==> src/rtl/fetch_unit_pkg.sv <==
// Shared pipeline constants and types used by the fetch, operand-fetch and execute stages.
package fetch_unit_pkg;

    localparam int unsigned INST_WIDTH = 32;

    typedef logic [INST_WIDTH-1:0] word_t;

    localparam word_t NOP_INST = 32'h6800_0000;
    localparam word_t PC_STEP  = 32'd4;

endpackage

==> src/rtl/fetch_unit_if.sv <==
// Instruction memory bus: fetch side is master (address/enable), memory is slave (read data).
interface fetch_unit_if;

    fetch_unit_pkg::word_t imem_addr;
    logic                  imem_en;
    fetch_unit_pkg::word_t imem_rdata;

    modport master (
        output imem_addr,
        output imem_en,
        input  imem_rdata
    );

    modport slave (
        input  imem_addr,
        input  imem_en,
        output imem_rdata
    );

endinterface

==> src/rtl/fetch_unit.sv <==
// Instruction fetch stage: sequential PC generation, stall hold, branch redirect,
// and a tag register pairing the synchronous memory output with its PC.
module fetch_unit #(
    parameter fetch_unit_pkg::word_t RESET_PC = 32'h0000_0000,
    parameter fetch_unit_pkg::word_t NOP_INST = fetch_unit_pkg::NOP_INST
) (
    input  logic                  clk,
    input  logic                  rst,
    input  logic                  stall,
    input  logic                  isBranchTaken,
    input  fetch_unit_pkg::word_t branchPC,
    output fetch_unit_pkg::word_t pc,
    output fetch_unit_pkg::word_t inst,
    output logic                  valid,
    fetch_unit_if.master          imem
);

    import fetch_unit_pkg::*;

    word_t fpc_q;
    word_t fpc_d;
    word_t tag_pc_q;
    word_t tag_pc_d;
    logic  tag_valid_q;
    logic  tag_valid_d;

    // Next-state selection: redirect beats stall; a stall freezes fetch and tag together.
    always_comb begin
        fpc_d       = fpc_q;
        tag_pc_d    = tag_pc_q;
        tag_valid_d = tag_valid_q;
        if (isBranchTaken) begin
            // The fetch already in flight belongs to the wrong path, so it is squashed.
            fpc_d       = branchPC;
            tag_valid_d = 1'b0;
        end else if (!stall) begin
            fpc_d       = fpc_q + PC_STEP;
            tag_pc_d    = fpc_q;
            tag_valid_d = 1'b1;
        end
    end

    // State registers with synchronous reset overriding stall and redirect.
    always_ff @(posedge clk) begin
        if (rst) begin
            fpc_q       <= RESET_PC;
            tag_pc_q    <= '0;
            tag_valid_q <= 1'b0;
        end else begin
            fpc_q       <= fpc_d;
            tag_pc_q    <= tag_pc_d;
            tag_valid_q <= tag_valid_d;
        end
    end

    // Memory request and pipeline-facing outputs; disabling the read on stall keeps rdata stable.
    always_comb begin
        imem.imem_addr = fpc_q;
        imem.imem_en   = ~stall | isBranchTaken | rst;
        pc             = tag_pc_q;
        valid          = tag_valid_q;
        inst           = tag_valid_q ? imem.imem_rdata : NOP_INST;
    end

endmodule

==> src/flat_wrapper.sv <==
// flat-port wrapper written by rule: the top's interface ports become plain ports
module fetch_unit_flat import fetch_unit_pkg::*;
#(
    parameter fetch_unit_pkg::word_t RESET_PC = 32'h0000_0000,
    parameter fetch_unit_pkg::word_t NOP_INST = fetch_unit_pkg::NOP_INST
)
  (clk, rst, stall, isBranchTaken, branchPC, pc, inst, valid, imem_imem_addr, imem_imem_en, imem_imem_rdata);
  fetch_unit_if imem_i ();
  input  logic clk;
  input  logic rst;
  input  logic stall;
  input  logic isBranchTaken;
  input  fetch_unit_pkg::word_t branchPC;
  output fetch_unit_pkg::word_t pc;
  output fetch_unit_pkg::word_t inst;
  output logic valid;
  output wire logic [$bits(imem_i.imem_addr)-1:0] imem_imem_addr;
  output wire logic [$bits(imem_i.imem_en)-1:0] imem_imem_en;
  input wire logic [$bits(imem_i.imem_rdata)-1:0] imem_imem_rdata;
  assign imem_imem_addr = imem_i.imem_addr;
  assign imem_imem_en = imem_i.imem_en;
  assign imem_i.imem_rdata = imem_imem_rdata;
  fetch_unit #(.RESET_PC(RESET_PC), .NOP_INST(NOP_INST)) u_core (.clk(clk), .rst(rst), .stall(stall), .isBranchTaken(isBranchTaken), .branchPC(branchPC), .pc(pc), .inst(inst), .valid(valid), .imem(imem_i));
endmodule
==> config.mk <==
export PLATFORM = sky130hd
export DESIGN_NAME = fetch_unit_flat
export DESIGN_NICKNAME = d
export VERILOG_FILES = /design/src/rtl/fetch_unit_pkg.sv /design/src/rtl/fetch_unit_if.sv /design/src/rtl/fetch_unit.sv /design/src/flat_wrapper.sv
export SDC_FILE = /design/constraint.sdc
export NUM_CORES = 1
export LEC_CHECK = 0
export CAP_MARGIN = 20
export CORE_AREA = 2 2 94 96
export CTS_CLUSTER_DIAMETER = 80
export CTS_CLUSTER_SIZE = 10
export DETAILED_ROUTE_END_ITERATION = 8
export DIE_AREA = 0 0 96 98
export PLACE_DENSITY = 0.83
export SLEW_MARGIN = 0
export SYNTH_ARGS = -nofsm -noshare
export SYNTH_HDL_FRONTEND = slang
export SYNTH_SLANG_ARGS = --single-unit
==> constraint.sdc <==
create_clock -name clk -period 2.6 [get_ports clk]
set_clock_uncertainty 0.05 [all_clocks]
set_input_delay 0.39 -clock clk [delete_from_list [all_inputs] [get_ports clk]]
set_output_delay 0.39 -clock clk [all_outputs]
set_load 0.005 [all_outputs]
==> reports/qor.csv <==
stage,metric,value,unit
place,IO buf count,165,
grt,first-pass GRT wire length,16600,um
cts,"Reg clk slew, reported paths",70,ps
setup_path,critical path capture point type,output pin,
cells_and_area,Final Instance Count excl. Fillers,685,
synthesis,cell with the most instances after synthesis,nand2_1,
place,# placed instances,669,
floorplanning,initial core utilization,38.5,%
power_and_ir_drop,pwr/cell area,447,nW/um2
route,Detailed Route Iter0 Violations,137,
grt,Most Crowded Layer GR,met2,
synthesis,synthesized area per cell,7.92,um2
setup_path,Setup CP Type,register to output pin,
run,max-cap violations,0,
synthesis,Synth top area share,40.0,%
timing,"Slew Viols, Final",0,
synthesis,Ys Warns,0,
synthesis,Simple-Gate Fraction of Synth Area,32.7,%
synthesis,"Seq/Total Area, Yosys",40.0,%
route,routed wire length per instance,15.6,um
floorplanning,IO Pins,166,
cts,Resized cells post-CTS,0,
synthesis,largest family of logic cells by synthesized area,simple AND/OR/NAND/NOR gates,
synthesis,Synth Area in Compound Gates,17.9,%
floorplanning,die area,9410,um2
floorplanning,std cell rows,34,
place,placer congestion estimate,0.883,
outcome,status,finished clean,
synthesis,Post-synth top cells,"nand2_1 (79), dfxtp_1 (65), a21oi_1 (39)",
grt,initial antenna violation count,0,
cts,clock latency on the worst-skew pair,350,ps
synthesis,"EDFF count, synth",0,
synthesis,multiplexer share of the synthesized area,0.922,%
setup_path,Worst Path Max Fanout,34,
cells_and_area,share of layout cells above drive strength 1,7.11,%
cts,TritonCTS clock tree,built,
route,Routed WL,10700,um
setup_path,R2R setup slack,530,ps
route,Final ANT Viol Nets,0,
route,DRC,0,
cells_and_area,number of diodes,0,
grt,pin count of the biggest net entering global routing,38,
place,post-DP HPWL,8010,um
floorplanning,core area,8470,um2
cts,root buf cell,clkbuf_8,
cts,cts hold-fix bufs,0,
cts,htree depth,3,
route,Vias per Instance,5.39,
synthesis,dominant synthesized flop cell,dfxtp_1,
cells_and_area,Final nets,641,
grt,GRT Total Usage,22.3,%
synthesis,"Async S/R FF share, synth",0,%
synthesis,#FFs+latches synth,65,
grt,met3 Usage GRT,5.94,%
floorplanning,Die Ht,98,um
setup_path,CP startpoint kind,register,
power_and_ir_drop,Seq pwr share,48.3,%
route,Pre-Repair DR Iteration Count,5,
cts,Post-CTS Setup Repair Bufs,0,
power_and_ir_drop,Pleak,1.78,nW
setup_path,critical path arrival,1890,ps
cts,Inserted Clock Buffers,9,
cells_and_area,synthesis-to-layout area growth,59.2,%
timing,Tightest Pin Transition,760,ps
power_and_ir_drop,Psw,0.658,mW
synthesis,Synth area leaders,"dfxtp_1 (40%), nand2_1 (9.1%), and2_1 (6.1%)",
grt,met1 usage,26.0,%
setup_path,Worst EP required,2160,ps
synthesis,Synth cell types,45,
synthesis,Mapped Nets,480,
timing,post-layout minimum cycle time,2330,ps
power_and_ir_drop,Clk pwr share,33.9,%
timing,Max Freq,429,MHz
synthesis,Synth Cell Area,3260,um2
timing,final worst-path cycle share,89.6,%
timing,Slew headroom,49.2,%
power_and_ir_drop,peak supply drop,0.000260,V
timing,Fin. Hold Viols,0,
power_and_ir_drop,Combinational Power Share,17.8,%
grt,number of global-route vias before repair,3377,
synthesis,Mapped Cells,411,
timing,RSZ-0062 raised after global routing,no,
timing,Final Setup Violations,0,
route,via count,3693,
grt,met2 Usage GRT,38.2,%
grt,grt total ovfl,0,
cts,CTS Sinks,65,
worst_hold_path,Hold WC Path Type,input port to register,
synthesis,XOR/XNOR Fraction of Synth Area,2.69,%
power_and_ir_drop,Pint,1.66,mW
cts,CTS Buffer Depth,2,
timing,setup TNS,0,ps
synthesis,Synth Area in Adders,0.384,%
power_and_ir_drop,Net Sw Frac,28.4,%
floorplanning,Die W,96,um
synthesis,Synth area leader,dfxtp_1,
[critical path, stage by stage (launching register included)]
cell	delay (ps)
dfxtp_1	820
and2_1	230
clkdlybuf4s50_1	500
[area by class of cell]
type | instances | area (um2)
clock inverters | 7 | 55.1
flip-flops and latches | 65 | 1300
clock buffers | 9 | 124
inverters | 6 | 22.5
well taps | 108 | 135
fillers | 729 | 3280
multi-input cells | 309 | 1780
repair buffers | 181 | 1770
[sequential cells by signal (all words and copies together) (netlist names)]
name / flops
u_core.pc: 32
u_core.imem.imem_addr: 32
u_core.valid: 1
[routing by layer]
metal | vias up | part of all wire (%)
li1 | 1779 | -
met1 | 1711 | 38
met2 | 182 | 49
met3 | 21 | 9.8
met4 | 0 | 2.5
met5 | - | 0
[cells by family (layout without fill, tap and decap cells)]
group | Yosys count | in the layout
AO/OA/AOI/OAI | 89 | 89
XOR/XNOR | 10 | 10
adder cells (fa/ha/maj) | 1 | 1
buffers and inverters | 37 | 203
flip-flops | 65 | 65
multiplexers | 3 | 3
AND/OR/NAND/NOR | 206 | 206
[path summary, 6_finish.rpt]
path | start | to | depth (start not counted)
setup / recovery | u_core.valid$_SDFFE_PP0N_ | inst[19] | 2
hold / removal | rst | u_core.valid$_SDFFE_PP0N_ | 3
setup reg to reg | u_core.imem.imem_addr[13]$_SDFFE_PP0N_ | u_core.imem.imem_addr[17]$_SDFFE_PP0N_ | 4
hold reg to reg | u_core.pc[13]$_SDFFE_PP0P_ | u_core.pc[13]$_SDFFE_PP0P_ | 2
[metrics by stage]
step / power [mW] / util, % / setup WS [ps] / hold slack (ps) / instance area [um2]
after floorplan: 1.27 / - / 705 / 403 / 3260
after global placement: 1.54 / 59.1 / 284 / 392 / 5000
after detailed placement: 1.55 / 59.1 / 237 / 396 / 5000
after CTS: 2.32 / 61.2 / 205 / 295 / 5180
after global routing: 2.41 / 61.2 / 78.8 / 329 / 5180
final: 2.32 / 61.2 / 269 / 304 / 5180
[power by group through the flow]
stage / clock network, mW / logic, mW / registers (mW)
final: 0.786 / 0.413 / 1.12
after global routing: 0.839 / 0.448 / 1.13
after CTS: 0.792 / 0.415 / 1.12
after detailed placement: 0 / 0.413 / 1.14
after global placement: 0 / 0.406 / 1.14
after floorplan: 0 / 0.146 / 1.12
[placed cells by master (no fill, tap or decap), types with 5 or more instances in the layout]
master,instances
clkdlybuf4s50_1,164
nand2_1,79
dfxtp_1,65
a21oi_1,39
and2_1,32
nor2_1,28
buf_4,16
nand3_1,13
a311oi_1,13
or4_1,12
o31ai_1,11
clkbuf_8,9
a211oi_1,8
nand4_1,7
inv_1,6
xor2_1,6
and3_1,5
Note: power is estimated with default switching activity, not from simulation.
